**src/rtl/srrc_rx_flt_ctrl.sv**
```systemverilog
// ----------------------------------------------------------------------------
// srrc_rx_flt_ctrl
//   Timing and sequencing controller for the RX SRRC matched filter. Divides
//   the system clock into sample and symbol strobes, tracks filter fill so
//   downstream slicers can ignore start-up and flush transients, and applies
//   one-sample symbol-phase advance/retard requests from timing recovery.
//
// Ports
//   clk            system clock
//   reset          synchronous, active-low reset
//   run            1 = strobes free-run, 0 = counters hold and strobes are 0
//   flush_req      1-clk pulse, restart fill tracking
//   phase_adv_req  level, shorten the next symbol by one sample
//   phase_ret_req  level, lengthen the next symbol by one sample
//   phase_ack      1-clk pulse, request completed
//   sam_clk_en     1-clk sample strobe
//   sym_clk_en     1-clk symbol strobe, always coincident with sam_clk_en
//   flt_valid      filter output is fully primed
//   sym_phase      accumulated phase offset, two's-complement wrap
//
// All outputs come straight from registers. A strobe is visible in the cycle
// after the clock edge at which the internal tick fired.
// ----------------------------------------------------------------------------
module srrc_rx_flt_ctrl #(
    parameter int unsigned SAM_DIV = 4,
    parameter int unsigned SPS     = 4,
    parameter int unsigned NTAPS   = 199,
    parameter int unsigned LAT_SAM = 2,
    parameter int unsigned CNT_W   = 9
) (
    input  logic       clk,
    input  logic       reset,
    input  logic       run,
    input  logic       flush_req,
    input  logic       phase_adv_req,
    input  logic       phase_ret_req,
    output logic       phase_ack,
    output logic       sam_clk_en,
    output logic       sym_clk_en,
    output logic       flt_valid,
    output logic [1:0] sym_phase
);

    localparam int unsigned ClkW      = (SAM_DIV > 1) ? $clog2(SAM_DIV) : 1;
    // sym_cnt must reach SPS while a retard is being applied
    localparam int unsigned SymW      = $clog2(SPS + 1);
    localparam int unsigned FillEnd   = NTAPS + LAT_SAM;
    localparam int unsigned TermAdv   = (SPS >= 2) ? SPS - 2 : 0;
    localparam bit          NoShorten = (SPS < 2);

    localparam logic [1:0] StIdle = 2'd0;
    localparam logic [1:0] StFill = 2'd1;
    localparam logic [1:0] StRun  = 2'd2;

    logic [1:0]       state_q, state_d;
    logic [ClkW-1:0]  clk_cnt_q, clk_cnt_d;
    logic [SymW-1:0]  sym_cnt_q, sym_cnt_d;
    logic [CNT_W-1:0] fill_cnt_q, fill_cnt_d;
    logic             pend_q, pend_d;
    logic             pend_adv_q, pend_adv_d;
    logic [1:0]       phase_q, phase_d;
    logic             sam_en_q, sym_en_q, valid_q, ack_q;

    logic            sam_tick, sym_tick;
    logic [SymW-1:0] adj_term, term;
    logic            adj_now, adj_done;
    logic            accept, noop, latch;

    always_comb begin
        sam_tick = run && (clk_cnt_q == ClkW'(SAM_DIV - 1));

        clk_cnt_d = clk_cnt_q;
        if (run) begin
            clk_cnt_d = sam_tick ? '0 : clk_cnt_q + 1'b1;
        end

        // A pending adjust takes effect on the current symbol only if the
        // count has not already passed the adjusted terminal value.
        adj_term = pend_adv_q ? SymW'(TermAdv) : SymW'(SPS);
        adj_now  = pend_q && (sym_cnt_q <= adj_term);
        term     = adj_now ? adj_term : SymW'(SPS - 1);
        sym_tick = sam_tick && (sym_cnt_q == term);
        adj_done = sym_tick && adj_now;

        sym_cnt_d = sym_cnt_q;
        if (sam_tick) begin
            sym_cnt_d = sym_tick ? '0 : sym_cnt_q + 1'b1;
        end

        // Conflicting requests, or an advance that cannot shorten a
        // one-sample symbol, complete at once without touching timing.
        accept = run && !pend_q && (phase_adv_req || phase_ret_req);
        noop   = accept && ((phase_adv_req && phase_ret_req) ||
                            (phase_adv_req && NoShorten));
        latch  = accept && !noop;

        pend_d     = pend_q;
        pend_adv_d = pend_adv_q;
        if (adj_done) begin
            pend_d = 1'b0;
        end else if (latch) begin
            pend_d     = 1'b1;
            pend_adv_d = phase_adv_req;
        end

        phase_d = phase_q;
        if (adj_done) begin
            phase_d = pend_adv_q ? phase_q + 2'd1 : phase_q - 2'd1;
        end

        state_d    = state_q;
        fill_cnt_d = fill_cnt_q;
        case (state_q)
            StIdle: begin
                if (run) begin
                    state_d    = StFill;
                    fill_cnt_d = '0;
                end
            end
            StFill: begin
                if (flush_req) begin
                    fill_cnt_d = '0;
                end else if (sam_tick) begin
                    fill_cnt_d = fill_cnt_q + 1'b1;
                    if (fill_cnt_q == CNT_W'(FillEnd - 1)) begin
                        state_d = StRun;
                    end
                end
            end
            StRun: begin
                if (flush_req) begin
                    state_d    = StFill;
                    fill_cnt_d = '0;
                end
            end
            default: begin
                state_d    = StIdle;
                fill_cnt_d = '0;
            end
        endcase
    end

    always_ff @(posedge clk) begin
        if (!reset) begin
            state_q    <= StIdle;
            clk_cnt_q  <= '0;
            sym_cnt_q  <= '0;
            fill_cnt_q <= '0;
            pend_q     <= 1'b0;
            pend_adv_q <= 1'b0;
            phase_q    <= 2'd0;
            sam_en_q   <= 1'b0;
            sym_en_q   <= 1'b0;
            valid_q    <= 1'b0;
            ack_q      <= 1'b0;
        end else begin
            state_q    <= state_d;
            clk_cnt_q  <= clk_cnt_d;
            sym_cnt_q  <= sym_cnt_d;
            fill_cnt_q <= fill_cnt_d;
            pend_q     <= pend_d;
            pend_adv_q <= pend_adv_d;
            phase_q    <= phase_d;
            sam_en_q   <= sam_tick;
            sym_en_q   <= sym_tick;
            // One clk behind the state so valid rises after the final fill strobe
            valid_q    <= (state_q == StRun);
            ack_q      <= adj_done || noop;
        end
    end

    assign sam_clk_en = sam_en_q;
    assign sym_clk_en = sym_en_q;
    assign flt_valid  = valid_q;
    assign phase_ack  = ack_q;
    assign sym_phase  = phase_q;

endmodule

```
**config.mk**
```make
export PLATFORM = sky130hd
export DESIGN_NAME = srrc_rx_flt_ctrl
export DESIGN_NICKNAME = d
export VERILOG_FILES = /design/src/rtl/srrc_rx_flt_ctrl.sv
export SDC_FILE = /design/constraint.sdc
export NUM_CORES = 1
export LEC_CHECK = 0
export BUFFER_PORTS_ARGS = -buffer_cell sky130_fd_sc_hd__buf_2
export CAP_MARGIN = 25
export CORE_UTILIZATION = 61
export CTS_BUF_LIST = sky130_fd_sc_hd__clkbuf_4 sky130_fd_sc_hd__clkbuf_8
export CTS_CLUSTER_DIAMETER = 200
export CTS_CLUSTER_SIZE = 25
export DETAILED_ROUTE_END_ITERATION = 16
export GPL_ROUTABILITY_DRIVEN = 0
export PLACE_DENSITY = 0.81
export SETUP_SLACK_MARGIN = 0.3
export SLEW_MARGIN = 25
export SYNTH_ARGS = -nofsm -noshare
export SYNTH_HDL_FRONTEND = slang
export SYNTH_SLANG_ARGS = --single-unit
```
**constraint.sdc**
```tcl
create_clock -name clk -period 2.4 [get_ports clk]
set_input_delay 0.24 -clock clk [delete_from_list [all_inputs] [get_ports clk]]
set_output_delay 0.24 -clock clk [all_outputs]
set_load 0.02 [all_outputs]
```
==> results.yml, run 1 <==
status:
  status: "completed"
grt:
  grt_max_degree: 23
  grt_pass1_wl_um: 4590
  overflow: 0
  grt_antenna_before_repair: 0
  grt_use_total: 0.242
  grt_pass1_vias: 1128
clock_network:
  cts_tree: "yes"
  cts-root-buf: "clkbuf_4"
  clkSinkCount: 24
  clk_pin_slew_ns: 0.12
  htreeDepth: 1
  clk_latency_ns: 0.31
  cts_buffer_depth: 2
  numCtsBuffers: 3
  post_cts_buffers: 0
yosys:
  ys_ff_latch: 24
  synth_largest_area_cell: "dfxtp_1"
  async_reset_ff_frac: 0
  synth.top_cell.area_share: 0.360
  syn_nets: 161
  ys_types: 48
  synth.area.top_cells: "dfxtp_1 36%, ha_1 5.6%, mux2i_1 3.7%"
  syn_inst: 149
  synth-main-ff-cell: "dfxtp_1"
  muxShareOfSynthArea: 0.0375
  synthSimpleGateAreaFrac: 0.293
  synth_edf_count: 0
  yosys_warnings: 0
  synth_top_family_by_area: "simple AND/OR/NAND/NOR gates"
  synth_area_um2: 1340
  synth-xor-area-share: 0.0328
  synth_area_per_cell_um2: 8.96
  yosys.area_share.adder: 0.0562
  yosysSeqAreaShare: 0.360
  synth-compound-area-share: 0.177
min_path:
  min_path_type: "in -> reg"
sta:
  finClkSkew_ns: 0.00129
  finalHoldViolCount: 0
  fin_ws_ns: 0.459
  tightestPinTransition_ns: 0.590
  max_freq_ghz: 0.515
  rsz0062_at_grt: "false"
  min_period_ns: 1.94
  finalSetupViolCount: 0
  finalSetupTns_ns: 0
  drv_slew: 0
  finalCritPeriodShare: 0.809
  slew_headroom: 0.601
placement:
  io_buffers: 11
  dp_slack_ns: 0.457
  dp.final_hpwl_um: 1910
route:
  first_iter_violations: 24
  drc_errors: 0
  dr.pass1.iters: 4
  wl_per_cell_um: 14.3
  route.vias.total: 1143
  wl_um: 2610
  antenna_left: 0
  via_per_inst: 6.25
pwr:
  vdd_drop_max_v: 0.000353
  p_per_area_nw_per_um2: 472
  leakage_nw: 0.530
  power.total_mw: 0.668
worst_setup_path:
  required_ns: 2.66
  reg2reg_slack_ns: 0.46
  start_kind: "register"
  end_kind: "register"
  cp_slowest_stage_delay_ns: 0.51
  cp_max_fo: 9
  crit_type: "reg -> reg"
  crit_path_top_delay_cell: "dfxtp_1"
  crit_arrival_ns: 2.20
  path_cells: "ha_1 -> nor2b_1 -> or3b_2 -> a32oi_1 -> a311o_1"
floorplanning:
  dieArea_um2: 2380
  io_pins: 12
  die_x_um: 48.8
  start_util: 0.667
  dieHeight_um: 48.8
  coreArea_um2: 2000
  fp-row-count: 16
job:
  cap_violations: 0
layout:
  num_antenna_cells: 0
  finalNetCount: 170
  drive_above_1_share: 0.128
  final_util: 0.706
  area_growth_pct: 5.90
-- routing by layer --
metal | GRT usage | wire length [um] | vias up | share of wire
met5 | 0 | 0 | - | 0
met4 | 0.0980 | 47 | 0 | 0.018
met3 | 0.0374 | 116 | 7 | 0.044
met2 | 0.410 | 1170 | 32 | 0.45
met1 | 0.307 | 1280 | 538 | 0.49
li1 | - | - | 566 | -
-- worst paths after layout --
path | from | endpoint | cells past startpoint
min reg2reg | sym_phase[1]$_SDFFE_PN0P_ | sym_phase[1]$_SDFFE_PN0P_ | 2
max reg2reg | pend_adv_q$_SDFFE_PN0P_ | sym_cnt_q[2]$_SDFFE_PN0P_ | 5
max | pend_adv_q$_SDFFE_PN0P_ | sym_cnt_q[2]$_SDFFE_PN0P_ | 5
min | phase_adv_req | pend_adv_q$_SDFFE_PN0P_ | 3
-- Yosys cell counts (2+ instances only) --
cell and n:
inv_1 5, a21boi_0 4, ha_1 6, nor4_1 2, or4_1 2, nand2b_1 3, nor3b_1 4, a211o_1 2
o21ai_0 5, nor2_1 7, clkbuf_1 4, and3_1 2, xor2_1 2, o21a_1 2, xnor2_1 3, nand3b_1 5
nor3_1 2, mux2i_1 5, or3b_2 2, dfxtp_1 24, or4b_1 3, nor2b_1 5, nand3_1 4, nand4_1 2
o31ai_1 2, or3_1 3, a21oi_1 9, nand2_1 10
-- area by class of cell --
type                            instances  area [um2]
Tap cell                               27        33.8
Sequential cell                        24         480
Timing Repair Buffer                   11        55.1
Multi-Input combinational cell        113         803
Inverter                                5        18.8
Fill cell                             163         588
Clock buffer                            3        22.5
-- per-stage QoR --
step | hold slack, ns | cells | instance area [um2]
2_1_floorplan | 0.403 | 149 | 1340
3_3_place_gp | 0.449 | 180 | 1390
3_5_place_dp | 0.469 | 180 | 1390
4_1_cts | 0.228 | 183 | 1410
5_1_grt | 0.265 | 183 | 1410
6_report | 0.225 | 183 | 1410
-- state kept, by name, indices dropped and copies added (netlist names), 2 cells and up --
signal and cells:
sym_phase 2, state_q 2, clk_cnt_q 2, sym_cnt_q 3, fill_cnt_q 9
-- timing repair --
action	in CTS	in global routing
gates resized for setup	0	1
hold buffers	0	0
setup endpoints to repair	0	1
-- logic make-up after synthesis --
logic type,count (synthesis)
flops,24
mux,5
simple gates,63
buf+inv,12
fa+ha+maj,6
compound gates,34
xor+xnor,5
-- power by group --
group          switching (mW)  internal, mW  leakage, nW
clock                   0.113        0.0587       0.0138
sequential             0.0116         0.408        0.195
combinational          0.0436        0.0329        0.322
total                   0.168         0.499        0.530
-- layout by cell type (no fill, tap or decap), drive strengths merged, types with 2 or more instances in the layout --
cell,n
or3,3
nor2b,5
nand3b,5
a211o,2
dfxtp,24
xnor2,3
nor2,7
nand2b,3
o21ai,5
nor3,2
xor2,2
nand3,4
nand4,2
and3,2
or3b,3
inv,5
o21a,2
mux2i,5
clkbuf,3
or4b,3
buf,11
a21boi,4
ha,6
or4,2
a21oi,10
nand2,10
o31ai,2
nor3b,4
nor4,2
-- worst max-delay path: cells and delay by family, from the launching register on --
kind                     cells  cell delay [ns]
AO/OA/AOI/OAI                2             0.50
adder cells (fa/ha/maj)      1             0.30
flip-flops                   1             0.51
AND/OR/NAND/NOR              2             0.60
Power figures use the tool's default switching activity.
==> run 2, diff against run 1 <==
clock period = 1.8 ns   (was 2.4 ns; I/O delays follow)
==> run 2 against run 1 <==
Compared with the run above:
- clock-buffer cell count unchanged
- maximum frequency up 8.3%
- worst setup slack worse by 0.45 ns
- combinational power up 130%
==> results.yml, run 2 (synthesis gave the netlist of run 1 again) <==
layout:
  reg_top3: "fill_cnt_q: 9 flops, sym_cnt_q: 3 flops"
  drive_above_1_share: 0.418
  final_cell_mix: "17 x buf_4, 15 x dfxtp_1, 11 x buf_2"
  top_register: "fill_cnt_q"
  finalNetCount: 190
  area_growth_pct: 35.9
  finalInstanceArea_um2: 1810
  fillers: 85
  largest_register_ffs: 9
  final_common_cell: "buf_4"
  ff_latch_area_um2: 499
  num_antenna_cells: 0
  multiInputGateArea_um2: 993
pwr:
  leakage_nw: 0.697
  p_per_area_nw_per_um2: 624
  vdd_drop_max_v: 0.000665
sta:
  slew_headroom: 0.731
  max_freq_ghz: 0.558
  finalHoldViolCount: 0
  finalSetupViolCount: 0
  rsz0062_at_grt: "true"
  finClkSkew_ns: 0.00840
  holdWs_ns: 0.133
  tightestPinTransition_ns: 0.398
  min_period_ns: 1.79
  finalCritPeriodShare: 0.995
  drv_slew: 0
clock_network:
  cts_buffer_depth: 2
  hold_buffers: 0
  clkSinkCount: 24
  numCtsBuffers: 3
  cts_tree: "yes"
  htreeDepth: 1
  clk_pin_slew_ns: 0.14
  clk_latency_ns: 0.33
  cts-root-buf: "clkbuf_4"
worst_setup_path:
  crit_arrival_ns: 2.05
  start_kind: "register"
  required_ns: 2.05
  cp_max_fo: 6
  crit_type: "reg -> reg"
  end_kind: "register"
floorplanning:
  fp-row-count: 16
  dieHeight_um: 48.8
  start_util: 0.667
  coreArea_um2: 2000
  io_pins: 12
  dieArea_um2: 2380
  die_x_um: 48.8
placement:
  io_buffers: 11
  dp.final_hpwl_um: 2100
  postPlaceCellArea_um2: 1500
route:
  route.vias.total: 1332
  via_per_inst: 6.53
  drc_errors: 0
  wl_um: 3830
  wl_met2_um: 1860
  routed.top_layer: "met4"
  wl_per_cell_um: 18.8
  dr.pass1.iters: 4
  wl_met3_um: 182
  wl_met1_um: 1650
  first_iter_violations: 67
  antenna_left: 0
grt:
  overflow: 0
  grt_max_degree: 23
  grt_antenna_before_repair: 0
  grt_pass1_wl_um: 5280
  grt_pass1_vias: 1165
  grt_use_total: 0.290
job:
  cap_violations: 0
min_path:
  min_path_type: "in -> reg"
status:
  status: "completed"
==> run 2: changes by cell type in the layout (fill, tap and decap cells not counted), moves of 3 or more <==
cell / change
dfxtp_2: +6
dfxtp_1: -9
ha_4: +3
or3b_4: +3
buf_4: +17
buf_6: +3
ha_1: -3
dfxtp_4: +3
==> run 2: worst paths after layout <==
| path | start | endpoint | slack, ns | depth (start not counted) |
|---|---|---|---|---|
| worst max-delay path | state_q[1]$_SDFFE_PN0P_ | fill_cnt_q[8]$_SDFFE_PN0P_ | 0.008 | 7 |
| worst min-delay path | phase_adv_req | pend_adv_q$_SDFFE_PN0P_ | 0.13 | 3 |
| worst max register to register | state_q[1]$_SDFFE_PN0P_ | fill_cnt_q[8]$_SDFFE_PN0P_ | 0.008 | 7 |
| worst min register to register | fill_cnt_q[7]$_SDFFE_PN0P_ | fill_cnt_q[7]$_SDFFE_PN0P_ | 0.52 | 2 |
==> run 2: power breakdown <==
group	switching, mW	leakage, nW	internal [mW]
Combinational	0.0907	0.470	0.0834
Clock	0.176	0.0279	0.225
Sequential	0.0142	0.199	0.542
Total	0.281	0.697	0.851
==> run 2: area by class of cell <==
cell class,count,area share
clock buffers,3,0.0124
multi-input cells,113,0.548
well taps,27,0.0186
inverters,5,0.0103
clock inverters,1,0.0166
flip-flops and latches,24,0.275
repair buffers,31,0.119
==> run 2: per-stage QoR <==
| step | cells | setup slack, ns | power, mW | util | setup TNS, ns |
|---|---|---|---|---|---|
| after floorplan | 149 | 0.0711 | 0.657 | - | 0 |
| after global placement | 186 | 0.142 | 0.683 | 0.747 | 0 |
| after detailed placement | 186 | 0.0665 | 0.690 | 0.747 | 0 |
| after CTS | 196 | 0.0706 | 1.10 | 0.834 | 0 |
| after global routing | 204 | -0.0907 | 1.16 | 0.906 | -0.0907 |
| final | 204 | 0.00848 | 1.13 | 0.906 | 0 |
==> run 2: critical path: stages (launching register included) <==
cell and delay [ns]:
dfxtp_2 0.35, buf_4 0.13, buf_6 0.12, or4b_4 0.52, nand4b_1 0.20, buf_4 0.15, o31ai_1 0.06, a21oi_1 0.19
==> run 2: routing by layer <==
layer  track usage  vias to the layer above
li1              -                      604
met1         0.383                      639
met2         0.479                       72
met3        0.0374                       17
met4         0.118                        0
met5             0                        -
==> run 2: timing repair <==
action | in CTS | in global routing
endpoints found under the setup margin | 18 | 18
resized for setup | 19 | 22
setup buffers | 6 | 8
pin swaps | 10 | 13
